--- src/rtl/multicycle_ctrl.sv ---
// Multicycle MIPS-subset control FSM with memory wait states.
// Define MC_INSTR_CNT_EN to add the 32-bit retired-instruction counter instr_cnt.
module multicycle_ctrl (
    input  logic        clk,
    input  logic        rst_n,
    input  logic [5:0]  OP,
    input  logic        Zero,
    input  logic        mem_ready,
    output logic        PCEn,
    output logic        IorD,
    output logic        MemRd,
    output logic        MemWr,
    output logic        IRWr,
    output logic        RegWr,
    output logic        RegDst,
    output logic        MemtoReg,
    output logic        ALUSrcA,
    output logic [1:0]  ALUSrcB,
    output logic [2:0]  ALUop,
    output logic        ExtOp,
    output logic [1:0]  PCSrc,
    output logic        illegal,
    output logic        instr_done,
`ifdef MC_INSTR_CNT_EN
    output logic [31:0] instr_cnt,
`endif
    output logic [3:0]  state
);

    localparam logic [3:0] S_FETCH  = 4'd0;
    localparam logic [3:0] S_DECODE = 4'd1;
    localparam logic [3:0] S_MEMADR = 4'd2;
    localparam logic [3:0] S_MEMRD  = 4'd3;
    localparam logic [3:0] S_MEMWB  = 4'd4;
    localparam logic [3:0] S_MEMWR  = 4'd5;
    localparam logic [3:0] S_EXEC   = 4'd6;
    localparam logic [3:0] S_ALUWB  = 4'd7;
    localparam logic [3:0] S_BRANCH = 4'd8;
    localparam logic [3:0] S_JUMP   = 4'd9;
    localparam logic [3:0] S_IEXEC  = 4'd10;
    localparam logic [3:0] S_IWB    = 4'd11;

    localparam logic [2:0] C_R     = 3'd0;
    localparam logic [2:0] C_LW    = 3'd1;
    localparam logic [2:0] C_SW    = 3'd2;
    localparam logic [2:0] C_ORI   = 3'd3;
    localparam logic [2:0] C_ADDIU = 3'd4;
    localparam logic [2:0] C_BEQ   = 3'd5;
    localparam logic [2:0] C_BNE   = 3'd6;
    localparam logic [2:0] C_J     = 3'd7;

    logic [3:0] state_q, state_d;
    logic [2:0] opc_q, opc_d;

    logic [2:0] dec_cls;
    logic [3:0] dec_nxt;
    logic       dec_ok;

    logic       pcen, iord, memrd, memwr, irwr;
    logic       regwr, regdst, memtoreg, srca, extop;
    logic       ill, done;
    logic [1:0] srcb, pcsrc;
    logic [2:0] aluop;

    always_comb begin
        dec_cls = C_R;
        dec_nxt = S_FETCH;
        dec_ok  = 1'b1;
        case (OP)
            6'b000000: begin dec_cls = C_R;     dec_nxt = S_EXEC;   end
            6'b100011: begin dec_cls = C_LW;    dec_nxt = S_MEMADR; end
            6'b101011: begin dec_cls = C_SW;    dec_nxt = S_MEMADR; end
            6'b001101: begin dec_cls = C_ORI;   dec_nxt = S_IEXEC;  end
            6'b001001: begin dec_cls = C_ADDIU; dec_nxt = S_IEXEC;  end
            6'b000100: begin dec_cls = C_BEQ;   dec_nxt = S_BRANCH; end
            6'b000101: begin dec_cls = C_BNE;   dec_nxt = S_BRANCH; end
            6'b000010: begin dec_cls = C_J;     dec_nxt = S_JUMP;   end
            default:   dec_ok = 1'b0;
        endcase
    end

    // Opcode is only trusted in DECODE; later states use the latched class.
    assign opc_d = (state_q == S_DECODE) ? dec_cls : opc_q;

    always_comb begin
        pcen     = 1'b0;
        iord     = 1'b0;
        memrd    = 1'b0;
        memwr    = 1'b0;
        irwr     = 1'b0;
        regwr    = 1'b0;
        regdst   = 1'b0;
        memtoreg = 1'b0;
        srca     = 1'b0;
        srcb     = 2'b00;
        aluop    = 3'b000;
        extop    = 1'b0;
        pcsrc    = 2'b00;
        ill      = 1'b0;
        done     = 1'b0;
        state_d  = S_FETCH;
        case (state_q)
            S_FETCH: begin
                memrd   = 1'b1;
                srcb    = 2'b01;
                irwr    = mem_ready;
                pcen    = mem_ready;
                state_d = mem_ready ? S_DECODE : S_FETCH;
            end
            S_DECODE: begin
                srcb  = 2'b11;
                extop = 1'b1;
                if (dec_ok) begin
                    state_d = dec_nxt;
                end else begin
                    ill     = 1'b1;
                    done    = 1'b1;
                    state_d = S_FETCH;
                end
            end
            S_MEMADR: begin
                srca    = 1'b1;
                srcb    = 2'b10;
                extop   = 1'b1;
                state_d = (opc_q == C_LW) ? S_MEMRD : S_MEMWR;
            end
            S_MEMRD: begin
                memrd   = 1'b1;
                iord    = 1'b1;
                state_d = mem_ready ? S_MEMWB : S_MEMRD;
            end
            S_MEMWB: begin
                regwr    = 1'b1;
                memtoreg = 1'b1;
                done     = 1'b1;
            end
            S_MEMWR: begin
                memwr   = 1'b1;
                iord    = 1'b1;
                done    = mem_ready;
                state_d = mem_ready ? S_FETCH : S_MEMWR;
            end
            S_EXEC: begin
                srca    = 1'b1;
                aluop   = 3'b001;
                state_d = S_ALUWB;
            end
            S_ALUWB: begin
                regwr  = 1'b1;
                regdst = 1'b1;
                done   = 1'b1;
            end
            S_IEXEC: begin
                srca = 1'b1;
                srcb = 2'b10;
                if (opc_q == C_ORI) begin
                    aluop = 3'b010;
                end else begin
                    extop = 1'b1;
                end
                state_d = S_IWB;
            end
            S_IWB: begin
                regwr = 1'b1;
                done  = 1'b1;
            end
            S_BRANCH: begin
                srca  = 1'b1;
                aluop = 3'b100;
                pcsrc = 2'b01;
                pcen  = (opc_q == C_BNE) ? !Zero : Zero;
                done  = 1'b1;
            end
            S_JUMP: begin
                pcsrc = 2'b10;
                pcen  = 1'b1;
                done  = 1'b1;
            end
            default: ;
        endcase
    end

    always_ff @(posedge clk or negedge rst_n) begin
        if (!rst_n) begin
            state_q <= S_FETCH;
            opc_q   <= C_R;
        end else begin
            state_q <= state_d;
            opc_q   <= opc_d;
        end
    end

    // FETCH decodes to MemRd=1, so outputs are masked while reset is held.
    assign PCEn       = rst_n & pcen;
    assign IorD       = rst_n & iord;
    assign MemRd      = rst_n & memrd;
    assign MemWr      = rst_n & memwr;
    assign IRWr       = rst_n & irwr;
    assign RegWr      = rst_n & regwr;
    assign RegDst     = rst_n & regdst;
    assign MemtoReg   = rst_n & memtoreg;
    assign ALUSrcA    = rst_n & srca;
    assign ALUSrcB    = rst_n ? srcb : 2'b00;
    assign ALUop      = rst_n ? aluop : 3'b000;
    assign ExtOp      = rst_n & extop;
    assign PCSrc      = rst_n ? pcsrc : 2'b00;
    assign illegal    = rst_n & ill;
    assign instr_done = rst_n & done;
    assign state      = state_q;

`ifdef MC_INSTR_CNT_EN
    logic [31:0] cnt_q, cnt_d;

    assign cnt_d = instr_done ? cnt_q + 32'd1 : cnt_q;

    always_ff @(posedge clk or negedge rst_n) begin
        if (!rst_n) begin
            cnt_q <= 32'd0;
        end else begin
            cnt_q <= cnt_d;
        end
    end

    assign instr_cnt = cnt_q;
`endif

endmodule
--- config.mk ---
export PLATFORM = sky130hd
export DESIGN_NAME = multicycle_ctrl
export DESIGN_NICKNAME = d
export VERILOG_FILES = /design/src/rtl/multicycle_ctrl.sv
export SDC_FILE = /design/constraint.sdc
export NUM_CORES = 1
export LEC_CHECK = 0
export ABC_AREA = 1
export BUFFER_PORTS_ARGS = -buffer_cell sky130_fd_sc_hd__buf_2
export CAP_MARGIN = 20
export CORE_UTILIZATION = 42
export CTS_CLUSTER_SIZE = 25
export DETAILED_ROUTE_END_ITERATION = 16
export HOLD_SLACK_MARGIN = 0.12
export PLACE_DENSITY = 0.73
export SLEW_MARGIN = 20
export SYNTH_ARGS = -nofsm -noshare
export SYNTH_HDL_FRONTEND = slang
export SYNTH_SLANG_ARGS = --single-unit
--- constraint.sdc ---
create_clock -name clk -period 1 [get_ports clk]
set_input_delay 0.1 -clock clk [delete_from_list [all_inputs] [get_ports clk]]
set_output_delay 0.1 -clock clk [all_outputs]
set_load 0.05 [all_outputs]
==> summary.md, run 1 <==
| Metric | Value |
|---|---|
| Distinct cells, synth | 26 |
| Net Count, Synth | approximately 140 |
| Asr flop ratio synth | 100% |
| Ranking of synthesized cells by area | dfrtp_1, nor2_1, nand2_1 |
| Fail Step | 4_1_cts |
| Setup WS pre-CTS | -0.468 ns |
| Synth cell count leaders | nor2_1, nand2_1, inv_1 |
| Yosys reg bits | 7 |
| Cell count after synthesis | 133 |
| GPL Wtd Cong | ~0.88 |
| Num rows | 15 |
| Top_reg_cell synth | dfrtp_1 |
| Die height | roughly 45 um |
| Status | aborted with a tool error |
| Cell with the most instances after synthesis | nor2_1 |
| Yosys top cell by area | dfrtp_1 |
| Die W | around 45 um |
| Post-DP HPWL | around 2.4 mm |
| H-tree levels | 1 |
| Total CTS buffers | 3 |
| CTS Hold Bufs | 1 |
| Yosys warning total | 0 |
| Top-area cell type share of the netlist area | 22.3% |
| CTS root buffer | clkbuf_4 |
| Syn Area/Cell | a little under 6 sq um |
| Number of synthesized flops with an enable pin | 0 |
| Setup Buffers After CTS | 4 |
| I/O pins | 33 |
| Clock Sinks | 7 |
| Error | [ERROR DPL-0033] detailed placement checks failed during check placement. |
| Cell area after synthesis | 787 sq um |
| Initial core utilization | 45.1% |
| Max clock buf depth | 2 |
| CTS resizes | 71 |
| Sequential share of the synthesized area | between 20 and 25% |
| Port Buffers | 32 |
cells by family after synthesis:
kind of cell / after synthesis / share of synthesized area [%]
buf+inv: 23 / 11.0
compound gates: 15 / 13.5
simple gates: 88 / 53.3
flops: 7 / 22.3
stage by stage:
step / hold slack [ns] / instances / area (sq um) / setup TNS [ns] / util, %
floorplan: -0.196 / 133 / 990 / -9.15 / -
global placement: 0.0192 / 222 / 1430 / -7.60 / 81.9
detailed placement: 0.0199 / 222 / 1430 / -8.58 / 81.9
==> inputs of run 2 (changes only) <==
CORE_AREA = 2 2 63 65   (was not set)
CORE_UTILIZATION = not set   (was 42)
CTS_CLUSTER_SIZE = not set   (was 25)
DIE_AREA = 0 0 65 67   (was not set)
HOLD_SLACK_MARGIN = not set   (was 0.12)
PLACE_DENSITY = not set   (was 0.73)
PLACE_DENSITY_LB_ADDON = 0.15   (was not set)
clock period = 1.3 ns   (was 1 ns; I/O delays follow)
==> summary.md, run 2 <==
| Metric | Value |
|---|---|
| Worst Setup Start Kind | flop |
| Max reg flops | 4 |
| CTS root buffer | clkbuf_8 (was clkbuf_4) |
| Final Hold Viols | 0 |
| Ranking of synthesized cells by area | dfrtp_1, nor2_1, nand2_1 (unchanged) |
| Yosys reg bits | 7 (unchanged) |
| TritonCTS clock tree | done |
| Core Util, Final | 51.2% |
| Die height | 67 um (was 45.3 um) |
| Footprint of the multi-input gates | between 800 and 900 sq um |
| GPL Wtd Cong | 0.826 (was 0.880) |
| Core area | 3610 sq um |
| Crit path top cell by count | nand2_2 |
| H-tree levels | 1 (unchanged) |
| Final min period | 1.61 ns |
| First-pass detailed-route iteration total | 4 |
| Critical path's top delay family | flip-flops |
| Synth cell count leaders | nor2_1, nand2_1, inv_1 (unchanged) |
| Full die area | 4360 sq um |
| Sequential share of the synthesized area | 22.3% (unchanged) |
| Final setup violation count | 21 |
| First-pass GRT wire length | 5.00 mm |
| Setup CP Type | flop to output port |
| Setup WS pre-CTS | -0.199 ns (was -0.468 ns) |
| Num rows | 22 (was 15) |
| Final ANT Viol Nets | 0 |
| Number of synthesized flops with an enable pin | 0 (unchanged) |
| Status | complete, but fails checks (was aborted with a tool error) |
| PwrDens | 888 nW/um^2 |
| Clock Sinks | 7 (unchanged) |
| Vias per cell | around 4.4 |
| Worst-Margin Slew | 0.419 ns |
| Area grow syn2layout | 135% |
| Cell area after synthesis | 787 sq um (unchanged) |
| Via count | roughly 1100 |
| Max-cap violations | 0 |
| Crit path depth | 8 |
| DR DRC count | 0 |
| Total CTS buffers | 3 (unchanged) |
| Die W | 65 um (was 45.3 um) |
| Layout net count | around 220 |
| Asr flop ratio synth | 100% (unchanged) |
| Max_slew headroom | between 70% and 80% |
| Tot GR Track Use | between 10% and 20% |
| Largest net degree at the start of global routing | 15 |
| Antenna Cells | 0 |
| CP required | 1.17 ns |
| Worst path max stage delay | 0.46 ns |
| Most frequent cells in the layout | buf_4, buf_6, nor2_4, nand2_1 |
| Clk_lat worst skew | 0.23 ns |
| Maximum vdd drop | 286 uV |
| I/O pins | 33 (unchanged) |
| CP arrival | 1.48 ns |
| Setup ws final | -0.309 ns |
| Congestion Overflow GR | 0 |
| Crit share post-route | 124% |
| Failing checks | setup timing |
| Fillcell total | 350 |
| Initial antenna violation count | 0 |
| Post-Route WL | ~3 mm |
| Cell with the most instances after synthesis | nor2_1 (unchanged) |
| Post-DP HPWL | 2.49 mm (was 2.39 mm) |
| Yosys top cell by area | dfrtp_1 (unchanged) |
| Port Buffers | 32 (unchanged) |
| Max-slew violations | 0 |
| Worst Path Buf+Inv | 2 |
| Worst Reg-to-Reg Cells | 7 |
| Cell count after synthesis | 133 (unchanged) |
| RSZ-0062 raised after global routing | true |
| Initial core utilization | 21.8% (was 45.1%) |
| Hold Path Class | primary input to flop |
| Max clock buf depth | 2 (unchanged) |
| DRC marker count from the first detailed-route iteration | 21 |
| Crit path cell chain | nor2_4 -> inv_4 -> o21ai_2 -> nand2_2 -> nand2_2 -> nor2_2 -> a21oi_4 -> buf_6 |
| Hold Crit Depth | 4 |
| Yosys warning total | 0 (unchanged) |
| Reg area | 180 sq um |
| Fmax | 0.621 GHz |
| Vias in the first global route | 1141 |
| Share of cells above drive strength 1 | 68.3% |
| CP max-delay cell | dfrtp_2 |
| Leak pwr | 0.000878 uW |
| Net Count, Synth | 143 (unchanged) |
| Setup Skew | 0.00199 ns |
| Distinct cells, synth | 26 (unchanged) |
| Worst-path clk slew | 0.04 ns |
| CP Capture Type | output port |
| Top-area cell type share of the netlist area | 22.3% (unchanged) |
| Syn Area/Cell | 5.92 sq um (unchanged) |
| Crit path max fanout | 4 |
| DR WL/cell | about 12 um |
| Top_reg_cell synth | dfrtp_1 (unchanged) |
| Commonest non-fill, non-tap cell in the layout | buf_4 |
## run 2: cell counts after synthesis
No cell type changed its count.
## run 2: kinds of logic after synthesis
| family | after synthesis | share of synthesized area [%] |
|---|---|---|
| and+or+nand+nor | 88 | 53.3 |
| DFF | 7 | 22.3 |
| buffers and inverters | 23 | 11.0 |
| AOI/OAI and AO/OA | 15 | 13.5 |
## run 2: final timing paths
check / start / to / slack, ns
worst max-delay path: state[3] / instr_done / -0.31
worst min-delay path: mem_ready / state[1] / 0.37
worst max register to register: state[1] / state[0] / -0.12
worst min register to register: opc_q[1] / opc_q[1] / 0.57
max in group asynchronous: rst_n / state[2] / 0.59
min in group asynchronous: rst_n / opc_q[2] / 0.46
## run 2: layout make-up
cell class              instances  area share [%]
flip-flops and latches          7            9.76
multi-input cells             103            44.3
clock buffers                   4            2.44
inverters                      22            5.42
repair buffers                 72            34.8
well taps                      48            3.25
## run 2: routing by layer
metal	track usage, %	vias up	part of all wire [%]
li1	-	584	-
met1	15.6	501	37
met2	29.3	26	58
met3	1.18	4	3.1
met4	6.12	0	1.4
met5	0	-	0
## run 2: what timing repair did
| item | 4_1_cts | 5_1_grt |
|---|---|---|
| hold endpoints to repair | 7 | 0 |
| buffers inserted | 2 | 1 |
| gates resized for setup | 62 | 21 |
| pin swaps | 10 | 12 |
| hold buffers | 1 | 0 |
| setup endpoints to repair | 22 | 23 |
## run 2: worst reg2reg max path, delay by kind of cell, from the launching register on
kind / cells / cell delay [ns]
DFF: 1 / 0.44
buffers and inverters: 3 / 0.38
AOI/OAI and AO/OA: 1 / 0.12
and+or+nand+nor: 3 / 0.34
## run 2: stage by stage
stage / total power [uW] / instances / hold WS (ns) / TNS, ns / instance area, sq um
2_1_floorplan: 842 / 133 / -0.166 / -2.50 / 983
3_3_place_gp: 1110 / 248 / 0.0553 / -1.71 / 1480
3_5_place_dp: 1130 / 248 / 0.0646 / -2.18 / 1480
4_1_cts: 1590 / 255 / 0.367 / -4.65 / 1760
5_1_grt: 1730 / 256 / 0.390 / -5.80 / 1850
6_report: 1640 / 256 / 0.373 / -4.58 / 1850
## run 2: where the power goes
part / internal, uW / switching [uW] / leakage, uW
Sequential: 249 / 41.0 / 0.0000891
Clock: 212 / 87.8 / 0.0000228
Combinational: 421 / 630 / 0.000766
Total: 882 / 759 / 0.000878
Power figures use the tool's default switching activity.
